[src/rtl/uart_tx_arbiter.sv]
// Round-robin arbiter sharing the UART TX FIFO write port between NUM_REQ byte streams.
// Optional header byte per grant enabled by defining UART_ARB_HDR_EN.
module uart_tx_arbiter #(
  parameter int NUM_REQ   = 4,
  parameter int MAX_BURST = 8,
  parameter int GW        = (NUM_REQ > 2) ? $clog2(NUM_REQ) : 1,
  parameter int CW        = $clog2(MAX_BURST + 1)
) (
  input  logic                 clk_main,
  input  logic                 reset,
  input  logic [NUM_REQ-1:0]   req_valid,
  input  logic [8*NUM_REQ-1:0] req_data,
  input  logic [NUM_REQ-1:0]   req_last,
  output logic [NUM_REQ-1:0]   req_ready,
  output logic                 fifo_wr_en,
  output logic [7:0]           fifo_wr_data,
  input  logic                 fifo_full,
  output logic [GW-1:0]        grant_id,
  output logic                 grant_active,
  output logic [CW-1:0]        burst_cnt
);

  localparam logic [1:0] S_IDLE = 2'd0;
  localparam logic [1:0] S_XFER = 2'd1;
`ifdef UART_ARB_HDR_EN
  localparam logic [1:0] S_HDR  = 2'd2;
`endif

  logic [1:0]    state;
  logic [GW-1:0] rr_ptr;

  logic [7:0]    data_arr [NUM_REQ];
  logic          g_valid;
  logic          g_last;
  logic [7:0]    g_data;
  logic          xfer_wr;
  logic [CW-1:0] burst_cnt_nxt;
  logic          burst_end;

  logic          arb_found;
  logic [GW-1:0] arb_idx;
  logic [31:0]   idx_wide;
  logic [GW-1:0] cand;

  always_comb begin
    for (int unsigned i = 0; i < NUM_REQ; i++) begin
      data_arr[i] = req_data[8*i +: 8];
    end
  end

  assign g_valid = req_valid[grant_id];
  assign g_last  = req_last[grant_id];
  assign g_data  = data_arr[grant_id];

  // Search starts one past the last grantee so it ends up with lowest priority.
  always_comb begin
    arb_found = 1'b0;
    arb_idx   = '0;
    idx_wide  = '0;
    cand      = '0;
    for (int unsigned i = 1; i <= NUM_REQ; i++) begin
      idx_wide = (32'(rr_ptr) + 32'(i)) % 32'(NUM_REQ);
      cand     = idx_wide[GW-1:0];
      if (!arb_found && req_valid[cand]) begin
        arb_found = 1'b1;
        arb_idx   = cand;
      end
    end
  end

  always_comb begin
    req_ready    = '0;
    fifo_wr_en   = 1'b0;
    fifo_wr_data = '0;
    case (state)
      S_XFER: begin
        req_ready[grant_id] = g_valid & ~fifo_full;
        fifo_wr_en          = g_valid & ~fifo_full;
        fifo_wr_data        = g_data;
      end
`ifdef UART_ARB_HDR_EN
      S_HDR: begin
        fifo_wr_en   = ~fifo_full;
        fifo_wr_data = 8'hA0 | 8'(grant_id);
      end
`endif
      default: ;
    endcase
  end

  assign xfer_wr       = (state == S_XFER) & g_valid & ~fifo_full;
  assign burst_cnt_nxt = burst_cnt + CW'(1);
  // A stall only ends the burst when the FIFO could have taken a byte.
  assign burst_end     = (xfer_wr & (g_last | (burst_cnt_nxt == CW'(MAX_BURST)))) |
                         (~g_valid & ~fifo_full);
  assign grant_active  = (state != S_IDLE);

  always_ff @(posedge clk_main or negedge reset) begin
    if (!reset) begin
      state     <= S_IDLE;
      grant_id  <= '0;
      rr_ptr    <= GW'(NUM_REQ - 1);
      burst_cnt <= '0;
    end else begin
      case (state)
        S_IDLE: begin
          if (arb_found) begin
            grant_id  <= arb_idx;
            burst_cnt <= '0;
`ifdef UART_ARB_HDR_EN
            state     <= S_HDR;
`else
            state     <= S_XFER;
`endif
          end
        end
`ifdef UART_ARB_HDR_EN
        S_HDR: begin
          if (!fifo_full) state <= S_XFER;
        end
`endif
        S_XFER: begin
          if (xfer_wr) burst_cnt <= burst_cnt_nxt;
          if (burst_end) begin
            state  <= S_IDLE;
            rr_ptr <= grant_id;
          end
        end
        default: state <= S_IDLE;
      endcase
    end
  end

endmodule

[config.mk]
export PLATFORM = sky130hd
export DESIGN_NAME = uart_tx_arbiter
export DESIGN_NICKNAME = d
export VERILOG_FILES = /design/src/rtl/uart_tx_arbiter.sv
export SDC_FILE = /design/constraint.sdc
export NUM_CORES = 1
export LEC_CHECK = 0
export ABC_AREA = 1
export CAP_MARGIN = 25
export CORE_MARGIN = 2
export CORE_UTILIZATION = 42
export CTS_CLUSTER_DIAMETER = 40
export DETAILED_ROUTE_END_ITERATION = 16
export PLACE_DENSITY = 0.86
export SETUP_SLACK_MARGIN = 0.2
export SLEW_MARGIN = 20
export SYNTH_ARGS = -nofsm -noshare
export SYNTH_HDL_FRONTEND = slang
export SYNTH_SLANG_ARGS = --single-unit
[constraint.sdc]
create_clock -name clk_main -period 4.2 [get_ports clk_main]
set_clock_uncertainty 0.2 [all_clocks]
set_input_delay 0.63 -clock clk_main [delete_from_list [all_inputs] [get_ports clk_main]]
set_output_delay 0.63 -clock clk_main [all_outputs]
set_load 0.03 [all_outputs]
==> results of run 1 <==
## per-stage QoR
stage / setup slack (ps) / cells / hold slack (ps) / instance area [µm²]
2_1_floorplan: 1627 / 163 / 134.4 / 1155
3_3_place_gp: 722.4 / 249 / 324.7 / 1762
3_5_place_dp: 699.6 / 249 / 311.4 / 1762
4_1_cts: 420.1 / 253 / 331.6 / 1788
5_1_grt: 342.5 / 253 / 370.3 / 1789
6_report: 630.5 / 253 / 325.2 / 1789
## area by class of cell
type | instances | area, µm²
repair buffers | 63 | 628.1
multi-input cells | 131 | 798.3
flip-flops and latches | 9 | 229.0
fillers | 248 | 897.1
inverters | 15 | 68.82
well taps | 31 | 38.79
clock buffers | 4 | 26.28
## cells by family (layout without fill, tap and decap cells)
family / Yosys count / in the layout / share of synthesized area (%)
buf+inv: 23 / 82 / 11.16
compound gates: 28 / 28 / 15.93
fa+ha+maj: 1 / 1 / 1.083
xor+xnor: 2 / 2 / 1.517
flops: 9 / 9 / 19.72
simple gates: 100 / 100 / 50.60
## worst register-to-register path, stage by stage, from the launching register on
cell	delay (ps)
dfrtp_1	910
nor2_4	180
nand2_2	100
nand4_2	90
nand2_1	420
inv_1	150
nand2_1	90
nand2_1	50
## state kept, by name (all words and copies together) (netlist names)
signal,cells
state,1
grant_id,2
rr_ptr,2
burst_cnt,4
## routing by layer
| layer | part of all wire, % | wire, µm | up-vias | global-route usage [%] |
|---|---|---|---|---|
| met5 | 0 | 0 | - | 0 |
| met4 | 0 | 0 | 0 | 2.041 |
| met3 | 7.4 | 235 | 0 | 6.452 |
| met2 | 50 | 1570 | 38 | 34.88 |
| met1 | 43 | 1356 | 584 | 27.83 |
| li1 | - | - | 675 | - |
## cells in the final DEF, fill, tap and decap left out, types with 3 or more instances in the layout
master	n
nor2_1	4
nor3_2	4
o21ai_0	3
clkdlybuf4s50_1	62
a31oi_1	8
o21ai_2	3
nand3_2	6
dfrtp_1	6
nand2_2	10
a22oi_1	8
clkbuf_4	3
o21ai_1	3
nand2_4	8
inv_1	9
nand3_1	24
nand2_1	38
## worst max-delay path by stage
| stage | from | end | slack (ps) | depth (start not counted) |
|---|---|---|---|---|
| after floorplan | grant_id[1] | fifo_wr_data[0] | 1630 | 5 |
| after global placement | req_valid[3] | req_ready[1] | 720 | 6 |
| after detailed placement | req_valid[3] | req_ready[0] | 700 | 6 |
| after CTS | grant_id[0] | req_ready[0] | 420 | 7 |
| after global routing | grant_id[1] | fifo_wr_en | 340 | 6 |
| final | grant_id[1] | req_ready[0] | 630 | 6 |
## power groups by stage
| stage | combinational, mW | clock (mW) | sequential (mW) |
|---|---|---|---|
| 2_1_floorplan | 0.730 | 0 | 0.206 |
| 3_3_place_gp | 0.974 | 0 | 0.237 |
| 3_5_place_dp | 0.978 | 0 | 0.237 |
| 4_1_cts | 0.985 | 0.0705 | 0.238 |
| 5_1_grt | 1.07 | 0.0763 | 0.252 |
| 6_report | 0.978 | 0.0664 | 0.238 |
==> flow_summary_export.csv, run 1 <==
group,metric,value,unit
run_status,status,"finished, final reports clean",
timing,worst_pin_slew,868.6,ps
timing,rsz0062_at_grt,"no",
clock_tree,worstSkewPairLatency,260,ps
timing,max_freq,0.2801,GHz
min_path,hp-class,"flip-flop to flip-flop",
clock_tree,cts_buffer_depth,2,
layout,fin_util,66.60,%
detailed_routing,routedWlPerCell,12.50,µm
clock_tree,cts_setup_buffers,0,
timing,min_period_over_period,84.99,%
logic_synthesis,yosys.cell_count.top_type,"nand2_1",
logic_synthesis,async_reset_ff_share,100.0,%
power_and_ir_drop,internal-power,551.7,µW
clock_tree,cts_max_level,1,
timing,hold_viol_final,0,
logic_synthesis,syn_area_per_cell,7.085,µm²
logic_synthesis,synth_common_cells,"nand2_1 (38), nand3_1 (24), nand2_2 (10)",
logic_synthesis,synthesis.area,1155,µm²
job,cap_viol_max_count,0,
logic_synthesis,synth-seq-cells,9,
min_path,min_path_cells,2,
detailed_routing,drc,0,
setup_path,ff2ff_path_depth,7,
logic_synthesis,syn_inst,163,
setup_path,crit_arrival,2740,ps
timing,finalSetupViolations,0,
global_route,antenna_found_initial,0,
detailed_routing,vias,1297,
clock_tree,cts-root-buf,"clkbuf_4",
detailed_routing,firstDrtPassIters,4,
logic_synthesis,synth_seq_area_share,19.72,%
logic_synthesis,syn_nets,207,
power_and_ir_drop,p_clk_share,5.2,%
min_path,hold_end,"state[0]",
power_and_ir_drop,power_frac_seq,18.6,%
logic_synthesis,ys_top_cells_by_area,"dfrtp_1 (15%), nand2_1 (12%), nand3_1 (10%)",
timing,finalCriticalPeriod,3570,ps
global_route,grt_pass1_vias,1230,
detailed_routing,wirelength,3162,µm
setup_path,worst-path-buf-inv,1,
setup_path,r2r-end,"burst_cnt[3]",
power_and_ir_drop,p_total,1.283,mW
global_route,grt_pass1_wl,5423,µm
detailed_routing,detail_route.vias_per_cell,5.126,
setup_path,cp_top_family,"simple AND/OR/NAND/NOR gates",
placed_design,io_buffers,62,
clock_tree,numCtsBuffers,3,
power_and_ir_drop,p_comb_share,76.3,%
detailed_routing,drt_iter0_drc,58,
timing,slew_violations,0,
logic_synthesis,yosys.area.top_type,"dfrtp_1",
setup_path,worstPathRequired,3370,ps
power_and_ir_drop,ir_drop,0.5129,mV
setup_path,slowest_stage,"dfrtp_1",
placed_design,hpwlAfterDp,2525,µm
layout,drive_gt1_share,21.17,%
clock_tree,hold_buffers,0,
setup_path,r2r_slack,1900,ps
setup_path,crit_chain,"nor2_4 > nand2_2 > nand4_2 > nand2_1 > nor3_2 > clkdlybuf4s50_1",
clock_tree,cts.sink_count,9,
detailed_routing,ant_nets,0,
clock_tree,ctsResizeCount,0,
setup_path,max_stage_delay,700,ps
power_and_ir_drop,pwr_density_cell,717.0,nW/µm²
logic_synthesis,ys_types,31,
global_route,grt_usage,21.03,%
floorplan,num_rows,19,
layout,diodes,0,
layout,syn_to_final_growth,54.93,%
setup_path,worst_setup_path_start_kind,"flip-flop",
setup_path,critPathKind,"flip-flop to output port",
timing,tns,0,ps
logic_synthesis,synth_edf_count,0,
floorplan,fp.dieArea,3185,µm²
min_path,holdCritStartpoint,"state[0]",
floorplan,initial_utilization,42.99,%
floorplan,die_y,56.44,µm
placed_design,routabilityCongestion,0.7948,
power_and_ir_drop,p_leak,0.7447,nW
timing,relSlewSlack,42.10,%
floorplan,die_w,56.44,µm
logic_synthesis,yosysTopAreaCellShare,15.17,%
logic_synthesis,yosysWarnings,0,
power_and_ir_drop,switching_share,57.00,%
logic_synthesis,synth-main-ff-cell,"dfrtp_1",
global_route,grt_max_degree,26,
floorplan,core_area,2686,µm²
clock_tree,clkTransAtPathRegs,60,ps
floorplan,io_pins,63,
layout,final_nets,267,
clock_tree,cts_tree,"done",
global_route,grt-ovfl-total,0,
setup_path,crit_path_end_kind,"output port",
power_and_ir_drop,switchingPower,731.2,µW
setup_path,r2r_start,"grant_id[1]",
setup_path,cp_max_fo,25,
(Power assumes the default switching activity.)
==> inputs of run 2 (changes only) <==
--- a/config.mk
+++ b/config.mk
@@ -8,10 +8,10 @@
 export ABC_AREA = 1
 export CAP_MARGIN = 25
 export CORE_MARGIN = 2
-export CORE_UTILIZATION = 42
+export CORE_UTILIZATION = 35
 export CTS_CLUSTER_DIAMETER = 40
 export DETAILED_ROUTE_END_ITERATION = 16
-export PLACE_DENSITY = 0.86
+export PLACE_DENSITY = 0.76
 export SETUP_SLACK_MARGIN = 0.2
 export SLEW_MARGIN = 20
 export SYNTH_ARGS = -nofsm -noshare
==> constraint.sdc (replaced) <==
create_clock -name clk_main -period 3 [get_ports clk_main]
set_clock_uncertainty 0.2 [all_clocks]
set_input_delay 0.45 -clock clk_main [delete_from_list [all_inputs] [get_ports clk_main]]
set_output_delay 0.45 -clock clk_main [all_outputs]
set_load 0.03 [all_outputs]
==> flow_summary_export.csv, run 2 (synthesized netlist as in run 1, its figures left out) <==
group,metric,value,unit
run_status,status,"finished, final reports clean",
setup_path,slowest_stage,"dfrtp_2",
setup_path,crit_arrival,1980,ps
power_and_ir_drop,p_leak,0.7859,nW
job,cap_viol_max_count,0,
layout,ff_latch_area,229.0,µm²
layout,top_regs,"burst_cnt: 4 flops, grant_id: 2 flops, rr_ptr: 2 flops",
clock_tree,clkTransAtPathRegs,60,ps
setup_path,worstPathRequired,2350,ps
setup_path,worst_setup_path_start_kind,"flip-flop",
setup_path,crit_path_end_kind,"output port",
clock_tree,cts_buffer_depth,2,
global_route,grt_usage,19.43,%
floorplan,num_rows,20,
placed_design,io_buffers,62,
clock_tree,cts_max_level,1,
detailed_routing,detail_route.vias_per_cell,4.888,
timing,finalCriticalPeriod,2627,ps
timing,max_freq,0.3806,GHz
detailed_routing,ant_nets,0,
layout,final_nets,269,
detailed_routing,drt_iter0_drc,52,
layout,fillers,325,
detailed_routing,routedWlPerCell,12.13,µm
setup_path,critPathKind,"flip-flop to output port",
timing,rsz0062_at_grt,"no",
layout,diodes,0,
layout,fin_area,1798,µm²
floorplan,die_y,61.44,µm
timing,hold_viol_final,0,
global_route,grt_pass1_wl,5540,µm
global_route,grt_pass1_vias,1286,
min_path,hp-class,"input port to async pin",
timing,worst_pin_slew,461.5,ps
floorplan,io_pins,63,
setup_path,cp_top_family,"simple AND/OR/NAND/NOR gates",
detailed_routing,wirelength,3252,µm
power_and_ir_drop,p_clk_share,5.4,%
clock_tree,cts_tree,"done",
layout,multi_input_area,798.3,µm²
clock_tree,numCtsBuffers,3,
clock_tree,hold_buffers,0,
power_and_ir_drop,p_total,1.754,mW
setup_path,worst-path-buf-inv,1,
global_route,grt-ovfl-total,0,
setup_path,cp_max_fo,10,
floorplan,initial_utilization,37.22,%
timing,slew_violations,0,
power_and_ir_drop,p_comb_share,78.8,%
floorplan,fp.dieArea,3775,µm²
clock_tree,cts.sink_count,9,
timing,min_period_over_period,87.58,%
timing,tns,0,ps
power_and_ir_drop,pwr_density_cell,975.3,nW/µm²
power_and_ir_drop,switchingPower,1.024,mW
layout,layout_commonest_cell,"clkdlybuf4s50_1",
clock_tree,cts_setup_buffers,0,
layout,regMostFlops,"burst_cnt",
floorplan,die_w,61.44,µm
global_route,antenna_found_initial,0,
detailed_routing,drc,0,
layout,drive_gt1_share,24.11,%
detailed_routing,vias,1310,
placed_design,hpwlAfterDp,2613,µm
power_and_ir_drop,internal-power,729.2,µW
layout,most-common-layout-cells,"clkdlybuf4s50_1 (49), nand2_1 (38), nand3_1 (24)",
timing,relSlewSlack,69.20,%
power_and_ir_drop,switching_share,58.42,%
power_and_ir_drop,ir_drop,0.4554,mV
setup_path,max_stage_delay,460,ps
detailed_routing,firstDrtPassIters,4,
clock_tree,cts-root-buf,"clkbuf_4",
global_route,grt_max_degree,22,
clock_tree,worstSkewPairLatency,260,ps
layout,fin_util,57.94,%
timing,finalSetupViolations,0,
placed_design,dpl-instance-area,1780,µm²
setup_path,crit_chain,"nor2_2 > nand2_2 > nand4_2 > nand2_1 > nor3_2 > buf_4",
layout,largest_reg_flops,4,
placed_design,routabilityCongestion,0.7738,
floorplan,core_area,3103,µm²
layout,syn_to_final_growth,55.69,%
power_and_ir_drop,power_frac_seq,15.9,%
-- run 2: changes by cell type in the layout (fill, tap and decap cells not counted), sizes merged --
cell / change
buf: +7
clkdlybuf4s50: -13
dlygate4sd2: +8
-- run 2: routing by layer --
metal | wire length [µm] | GRT usage [%]
met5 | 0 | 0
met4 | 32 | 3.343
met3 | 155 | 5.462
met2 | 1595 | 34.95
met1 | 1468 | 23.35
-- run 2: path summary, 6_finish.rpt --
check / start / endpoint / slack (ps) / cells past startpoint
setup / recovery: grant_id[0] / req_ready[3] / 370 / 6
hold / removal: reset / grant_id[1] / 290 / 1
setup reg to reg: grant_id[0] / burst_cnt[0] / 1000 / 7
hold reg to reg: state[0] / state[0] / 340 / 2
max in group asynchronous: reset / rr_ptr[0] / 1990 / 1
min in group clk_main: state[0] / state[0] / 340 / 2
-- run 2: layout make-up --
cell class | count | share of cell area [%]
Clock buffer | 4 | 1.461
Tap cell | 44 | 3.062
Timing Repair Buffer | 65 | 34.52
Multi-Input combinational cell | 131 | 44.40
Inverter | 15 | 3.827
Sequential cell | 9 | 12.73
-- run 2: what timing repair did --
| item | CTS | global route |
|---|---|---|
| gates resized for setup | 8 | 1 |
| endpoints found under the hold margin | 0 | 0 |
| endpoints found under the setup margin | 8 | 2 |
-- run 2: through the flow --
stage / worst slack, ps / cells / hold WS (ps)
6_report: 372.6 / 268 / 285.7
5_1_grt: 281.7 / 268 / 312.4
4_1_cts: 315.1 / 268 / 291.9
3_5_place_dp: 441.9 / 264 / 312.7
3_3_place_gp: 446.5 / 264 / 324.2
2_1_floorplan: 606.9 / 163 / -45.59
-- run 2: power by group through the flow --
stage	Sequential (mW)	Clock, mW	Combinational (mW)
floorplan	0.289	0	1.02
global placement	0.277	0	1.44
detailed placement	0.277	0	1.44
CTS	0.276	0.0979	1.40
global route	0.289	0.106	1.50
finish	0.278	0.0941	1.38
